`src/rtl/button_conditioner.sv`:
```
// Two-button front end: synchronise, debounce and edge-detect raw push-buttons, with optional
// auto-repeat on move; select wins when both would strobe in the same cycle.
module button_conditioner #(
  parameter int unsigned DB_CYCLES     = 500000,
  parameter int unsigned REPEAT_DELAY  = 25000000,
  parameter int unsigned REPEAT_PERIOD = 10000000,
  parameter int unsigned REPEAT_EN     = 1
) (
  input  logic clk,
  input  logic rst,
  input  logic move_n,
  input  logic select_n,
  output logic move_pulse,
  output logic select_pulse,
  output logic move_held,
  output logic select_held
);

  localparam int unsigned DbW    = (DB_CYCLES > 1) ? $clog2(DB_CYCLES) : 1;
  localparam int unsigned RepMax = (REPEAT_DELAY > REPEAT_PERIOD) ? REPEAT_DELAY : REPEAT_PERIOD;
  localparam int unsigned RepW   = (RepMax > 1) ? $clog2(RepMax) : 1;

  localparam logic [DbW-1:0]  DbLast     = DbW'(DB_CYCLES - 1);
  localparam logic [RepW-1:0] DelayLast  = RepW'(REPEAT_DELAY - 1);
  localparam logic [RepW-1:0] PeriodLast = RepW'(REPEAT_PERIOD - 1);
  localparam bit              RepOn      = (REPEAT_EN != 0);

  typedef enum logic [1:0] {StIdle, StDelay, StRepeat} rep_state_e;

  // Bit 0 is move, bit 1 is select throughout.
  logic [1:0]      raw_n;
  logic [1:0]      sync1_n;
  logic [1:0]      sync2_n;
  logic [1:0]      level;
  logic [1:0]      differs;
  logic [1:0]      toggle;
  logic [1:0]      press;
  logic [DbW-1:0]  db_cnt [2];
  logic            move_release;
  logic            rep_due;
  logic            move_fire;
  rep_state_e      rep_state;
  logic [RepW-1:0] rep_cnt;
  logic            move_pulse_q;
  logic            select_pulse_q;

  assign raw_n = {select_n, move_n};

  always_comb begin
    differs = '0;
    toggle  = '0;
    press   = '0;
    for (int b = 0; b < 2; b++) begin
      // Synchronised sample is active low, debounced level active high.
      differs[b] = (sync2_n[b] == level[b]);
      toggle[b]  = differs[b] && (db_cnt[b] == DbLast);
      press[b]   = toggle[b] && !level[b];
    end
    move_release = toggle[0] && level[0];

    rep_due = 1'b0;
    unique case (rep_state)
      StDelay:  rep_due = (rep_cnt == DelayLast);
      StRepeat: rep_due = (rep_cnt == PeriodLast);
      default:  rep_due = 1'b0;
    endcase

    // A colliding select press drops the move strobe outright.
    move_fire = (press[0] || (rep_due && !move_release && !level[1])) && !press[1];
  end

  always_ff @(posedge clk) begin
    if (!rst) begin
      sync1_n        <= '1;
      sync2_n        <= '1;
      level          <= '0;
      db_cnt[0]      <= '0;
      db_cnt[1]      <= '0;
      move_pulse_q   <= 1'b0;
      select_pulse_q <= 1'b0;
      rep_state      <= StIdle;
      rep_cnt        <= '0;
    end else begin
      sync1_n <= raw_n;
      sync2_n <= sync1_n;

      for (int b = 0; b < 2; b++) begin
        if (toggle[b]) begin
          level[b]  <= !level[b];
          db_cnt[b] <= '0;
        end else if (differs[b]) begin
          db_cnt[b] <= db_cnt[b] + 1'b1;
        end else begin
          db_cnt[b] <= '0;
        end
      end

      move_pulse_q   <= move_fire;
      select_pulse_q <= press[1];

      unique case (rep_state)
        StIdle: begin
          if (press[0] && RepOn) begin
            rep_state <= StDelay;
            rep_cnt   <= '0;
          end
        end
        StDelay: begin
          if (move_release) begin
            rep_state <= StIdle;
            rep_cnt   <= '0;
          end else if (rep_due) begin
            rep_state <= StRepeat;
            rep_cnt   <= '0;
          end else begin
            rep_cnt <= rep_cnt + 1'b1;
          end
        end
        StRepeat: begin
          if (move_release) begin
            rep_state <= StIdle;
            rep_cnt   <= '0;
          end else if (rep_due) begin
            rep_cnt <= '0;
          end else begin
            rep_cnt <= rep_cnt + 1'b1;
          end
        end
        default: begin
          rep_state <= StIdle;
          rep_cnt   <= '0;
        end
      endcase
    end
  end

  assign move_pulse   = move_pulse_q;
  assign select_pulse = select_pulse_q;
  assign move_held    = level[0];
  assign select_held  = level[1];

endmodule

```
`config.mk`:
```
export PLATFORM = sky130hd
export DESIGN_NAME = button_conditioner
export DESIGN_NICKNAME = d
export VERILOG_FILES = /design/src/rtl/button_conditioner.sv
export SDC_FILE = /design/constraint.sdc
export NUM_CORES = 1
export LEC_CHECK = 0
export CAP_MARGIN = 20
export CORE_MARGIN = 3
export CORE_UTILIZATION = 27
export DETAILED_ROUTE_END_ITERATION = 10
export SLEW_MARGIN = 20
export SYNTH_ARGS = -nofsm -noshare
export SYNTH_HDL_FRONTEND = slang
export SYNTH_SLANG_ARGS = --single-unit
```
`constraint.sdc`:
```
create_clock -name clk -period 2.8 [get_ports clk]
set_clock_uncertainty 0.2 [all_clocks]
set_input_delay 0.56 -clock clk [delete_from_list [all_inputs] [get_ports clk]]
set_output_delay 0.56 -clock clk [all_outputs]
set_load 0.03 [all_outputs]
```
**Yosys cells after proc, flatten, opt, wreduce, memory -nomap -nowiden**

Memories as Yosys holds them, arrays and structs flattened.
Cells that the tools add are included.
Widths: inputs -> output; s select.

- $add $sub $neg: 3
- Eq/ne operators: 11
- Multiplexer cells: 39
- Bitwise logic cells: 6
- Reductions and logical operators: 16

Operators by type and width:

| operator | count |
|---|---|
| $mux 19 | 6 |
| $mux 25 | 3 |
| $pmux 25 s2 | 1 |
| $add 19x1->19 const B | 2 |
| $eq 19x19->1 const B | 2 |
| $add 25x1->25 const B | 1 |
| $eq 25x24->1 const B | 1 |
| $eq 25x25->1 const B | 1 |
| $mux 1 | 23 |
| $logic_and 1x1->1 | 8 |
| $mux 2 | 4 |
| $or 1x1->1 | 6 |
| $pmux 2 s3 | 1 |
| $logic_not 1->1 | 4 |
| $ne 2x2->1 const B | 2 |
| $ne 3x3->1 const B | 1 |
| $reduce_and 3->1 | 1 |
| $eq 1x1->1 | 2 |
| $eq 2x1->1 const B | 1 |
| $eq 2x2->1 const B | 1 |
| $logic_not 2->1 | 1 |
| $pmux 1 s2 | 1 |
| $reduce_or 2->1 | 1 |
| $logic_or 1x1->1 | 1 |

- Bits in registers: 35
- RAM bits: 38
- Input bits: 4
- Word-level logic and storage cells: 84
- Memories kept: 1

Memories:

| name | depth | bits a word | rd ports | clocked after Yosys merged registers in | wr ports | RTL line | text |
|---|---|---|---|---|---|---|---|
| db_cnt | 2 | 19 | 2 | 0 | 2 | 38 | `logic [DbW-1:0] db_cnt [2];` |

**Logic depth before layout (Yosys ltp)**

- Word-level depth: 8
- Depth in mapped cells: 10
- Depth with buffers taken out: 8

**Worst setup path before layout**

OpenSTA, ideal clock, no wires.

- Path type: reg-to-reg
- Start: memory db_cnt[0][9] (netlist bit)
- End: memory db_cnt[0][11] (netlist bit), data pin
- Library setup time: 257 ps
- Data arrival time: 1948 ps
- Required time: 2343 ps
- Slack: 395 ps
- Cell stages (with the launch flop): 7
- Period minus slack after synthesis: 2405 ps
- Cells stage by stage: edfxtp_1 or4b_1 nor3_4 nand2_1 o211ai_1 buf_2 nor2_1

RTL lines:

| item | RTL line |
|---|---|
| from (decl) | 38 |

==> impl_metrics.py <==
metrics = {
    "status": {
        "outcome": "finished, final reports clean",
    },
    "power": {
        "finalPower_mw": 2.34,
        "clock_power_share_pct": 46.9,
        "p_comb_share_pct": 2.9,
        "p_per_area_mw_per_mm2": 520,
        "peakVddDrop_mv": 0.287,
        "power_switching_uw": 484,
        "p_leak_nw": 1.53,
        "p_seq_share_pct": 50.3,
        "sw_frac_of_total_pct": 20.7,
        "p_int_mw": 1.86,
    },
    "cts": {
        "tritoncts": "yes",
        "root_buffer": "clkbuf_16",
        "htree_levels": 3,
        "cts.clk_slew.worst_paths_ns": 0.06,
        "cts_sinks": 73,
        "cts-buffers-inserted": 9,
        "hold_buffers": 0,
        "clkLatencyLatePin_ns": 0.33,
        "cts.path.max_buffers": 2,
    },
    "worst_setup_path": {
        "cp.arrival_ns": 2.66,
        "criticalPathCategory": "register to register",
        "critPathCaptureType": "register",
        "cp_max_fo": 7,
        "reg2regPathDepth": 6,
        "required_ns": 2.87,
        "start_kind": "register",
    },
    "finish": {
        "areaGrowthSynthToFinish_pct": 19.5,
        "drive_above_1_share_pct": 6.92,
        "finalNetCount": 453,
        "mostFrequentLayoutCell": "nor2_1",
        "final_cells": 624,
        "antenna_cells": 0,
        "fillers": 1415,
        "final_cell_mix": "79 x nor2_1, 38 x edfxtp_1, 38 x conb_1, 35 x dfxtp_1, 33 x xnor2_1",
        "utilization_pct": 33.5,
    },
    "placement": {
        "dp_cells": 608,
        "dp_hpwl_mm": 5.05,
        "place_ws_ns": 0.191,
        "port_buffers": 7,
        "gp_congestion": 0.795,
    },
    "logic_synthesis": {
        "netlist_instances": 391,
        "yosys.cell_types.count": 50,
        "yosys-top-cells-area": "edfxtp_1 30%, dfxtp_1 19%, nor2_1 7.9%",
        "yosys.area.top_type": "edfxtp_1",
        "synth_top_area_share_pct": 30.3,
        "synth_warnings": 0,
        "ys_seq_elements": 73,
        "avgSynthCellArea_um2": 9.63,
        "seq_area_frac_synth_pct": 48.9,
        "synth_area_mm2": 0.00376,
    },
    "die": {
        "rows": 42,
        "dieArea_mm2": 0.0154,
        "io_pins": 8,
        "core-area_mm2": 0.0135,
        "dieHeight_um": 124,
        "start_util_pct": 28.0,
        "die_w_um": 124,
    },
    "global_route": {
        "grt_pass1_vias": 2679,
        "antenna_found_initial": 0,
        "grt_usage_pct": 10.1,
        "grt_overflow": 0,
        "grt_max_degree": 26,
        "grt_pass1_wl_mm": 12.2,
    },
    "min_path": {
        "worstHoldPathCells": 1,
        "hold_path.class": "register to register",
    },
    "timing": {
        "hold_viol_final": 0,
        "period_minus_slack_ns": 2.59,
        "tightest_slew_ns": 0.717,
        "timing.final.ws_setup_ns": 0.210,
        "final.setup.tns_ns": 0,
        "slew_headroom_pct": 51.9,
        "slew_viol_final": 0,
        "rsz0062_at_grt": "no",
        "fmax_mhz": 386,
        "period_share_pct": 92.5,
        "finalSetupViolCount": 0,
    },
    "routing": {
        "post_drt_wl_per_cell_um": 11.1,
        "drtIter0Drc": 153,
        "ant_nets": 0,
        "via_per_inst": 4.45,
        "drc_errors": 0,
        "vias": 2777,
        "routed_wl_mm": 6.94,
        "firstDrtPassIters": 4,
    },
    "run": {
        "drv_cap": 0,
    },
}
routing by layer:
metal  GRT usage [%]  vias to the layer above  share of wire [%]
met1            12.6                     1305                 48
met3            2.59                       11                3.3
met4            5.34                        0                2.3
li1                -                     1435                  -
met2            16.0                       26                 46
met5               0                        -                  0
synthesized netlist by cell type, drive strengths merged:
cell type	n
nand3	23
o211a	3
nand4	7
ha	6
o21ai	4
a311oi	1
conb	1
and2	3
or4	1
o2111ai	1
or3b	1
dfxtp	35
a21oi	7
a31oi	3
or4b	3
mux2i	2
nor2	79
a21bo	1
edfxtp	38
nor3b	2
inv	12
nand4b	7
nor4b	4
xnor2	33
clkbuf	4
nor3	16
nand2	26
o31a	1
o211ai	1
nor4	6
and4	2
o221a	1
or2	3
o31ai	1
nand2b	6
or3	2
nand3b	5
nor2b	1
o22ai	1
buf	7
a21o	1
xor2	21
and3	9
registers in the layout, summed over array words and instances, names as in the netlist:
signal,cells
level,2
sync1_n,2
rep_cnt,25
db_cnt,38
sync2_n,2
rep_state,2
select_pulse,1
move_pulse,1
through the flow:
| stage | hold slack, ns | cell area, um^2 |
|---|---|---|
| 2_1_floorplan | 0.186 | 3900 |
| 3_3_place_gp | 0.197 | 4210 |
| 3_5_place_dp | 0.195 | 4210 |
| 4_1_cts | 0.207 | 4500 |
| 5_1_grt | 0.221 | 4500 |
| 6_report | 0.204 | 4500 |
area by class of cell:
cell class / count / area, um^2 / area share, %
clock buffers: 14 / 275 / 6.12
clock inverters: 2 / 10.0 / 0.222
inverters: 12 / 45.0 / 1.00
multi-input cells: 332 / 1970 / 43.7
flip-flops and latches: 73 / 1840 / 40.9
well taps: 176 / 220 / 4.89
repair buffers: 15 / 143 / 3.17
worst max-delay path, stage by stage, from the launching register on:
cell and delay (ns):
edfxtp_1 0.44, or4b_1 0.57, nor3_4 0.35, a31oi_1 0.33
a21o_1 0.28, a21oi_1 0.16, mux2i_1 0.18
power by group through the flow:
| stage | registers (mW) | logic [mW] | clock network [mW] |
|---|---|---|---|
| floorplan | 1.19 | 0.0498 | 0 |
| global placement | 1.20 | 0.0651 | 0 |
| detailed placement | 1.20 | 0.0656 | 0 |
| CTS | 1.18 | 0.0661 | 1.13 |
| global route | 1.18 | 0.0773 | 1.17 |
| finish | 1.18 | 0.0669 | 1.10 |
cells by family (layout without fill, tap and decap cells):
logic type / count (synthesis) / in the layout / share of synthesized area, %
buffers and inverters: 23 / 43 / 2.66
other: 1 / 38 / 0.0996
AND/OR/NAND/NOR: 206 / 206 / 28.0
AO/OA/AOI/OAI: 26 / 26 / 5.19
flip-flops: 73 / 73 / 48.9
multiplexers: 2 / 2 / 0.532
adder cells (fa/ha/maj): 6 / 6 / 1.99
XOR/XNOR: 54 / 54 / 12.6
path summary, 6_finish.rpt:
kind                               end  slack, ns                        from
max          rep_state[0]$_SDFFE_PN0P_       0.21  db_cnt[0][9]$_SDFFCE_PP0P_
min              sync2_n[1]$_SDFF_PN1_       0.20       sync1_n[1]$_SDFF_PN1_
max reg2reg  rep_state[0]$_SDFFE_PN0P_       0.21  db_cnt[0][9]$_SDFFCE_PP0P_
min reg2reg      sync2_n[1]$_SDFF_PN1_       0.20       sync1_n[1]$_SDFF_PN1_
what timing repair did:
item | in CTS | in global routing
endpoints found under the setup margin | 0 | 1
setup buffers | 0 | 0
resized for setup | 0 | 1
Power figures use the tool's default switching activity.
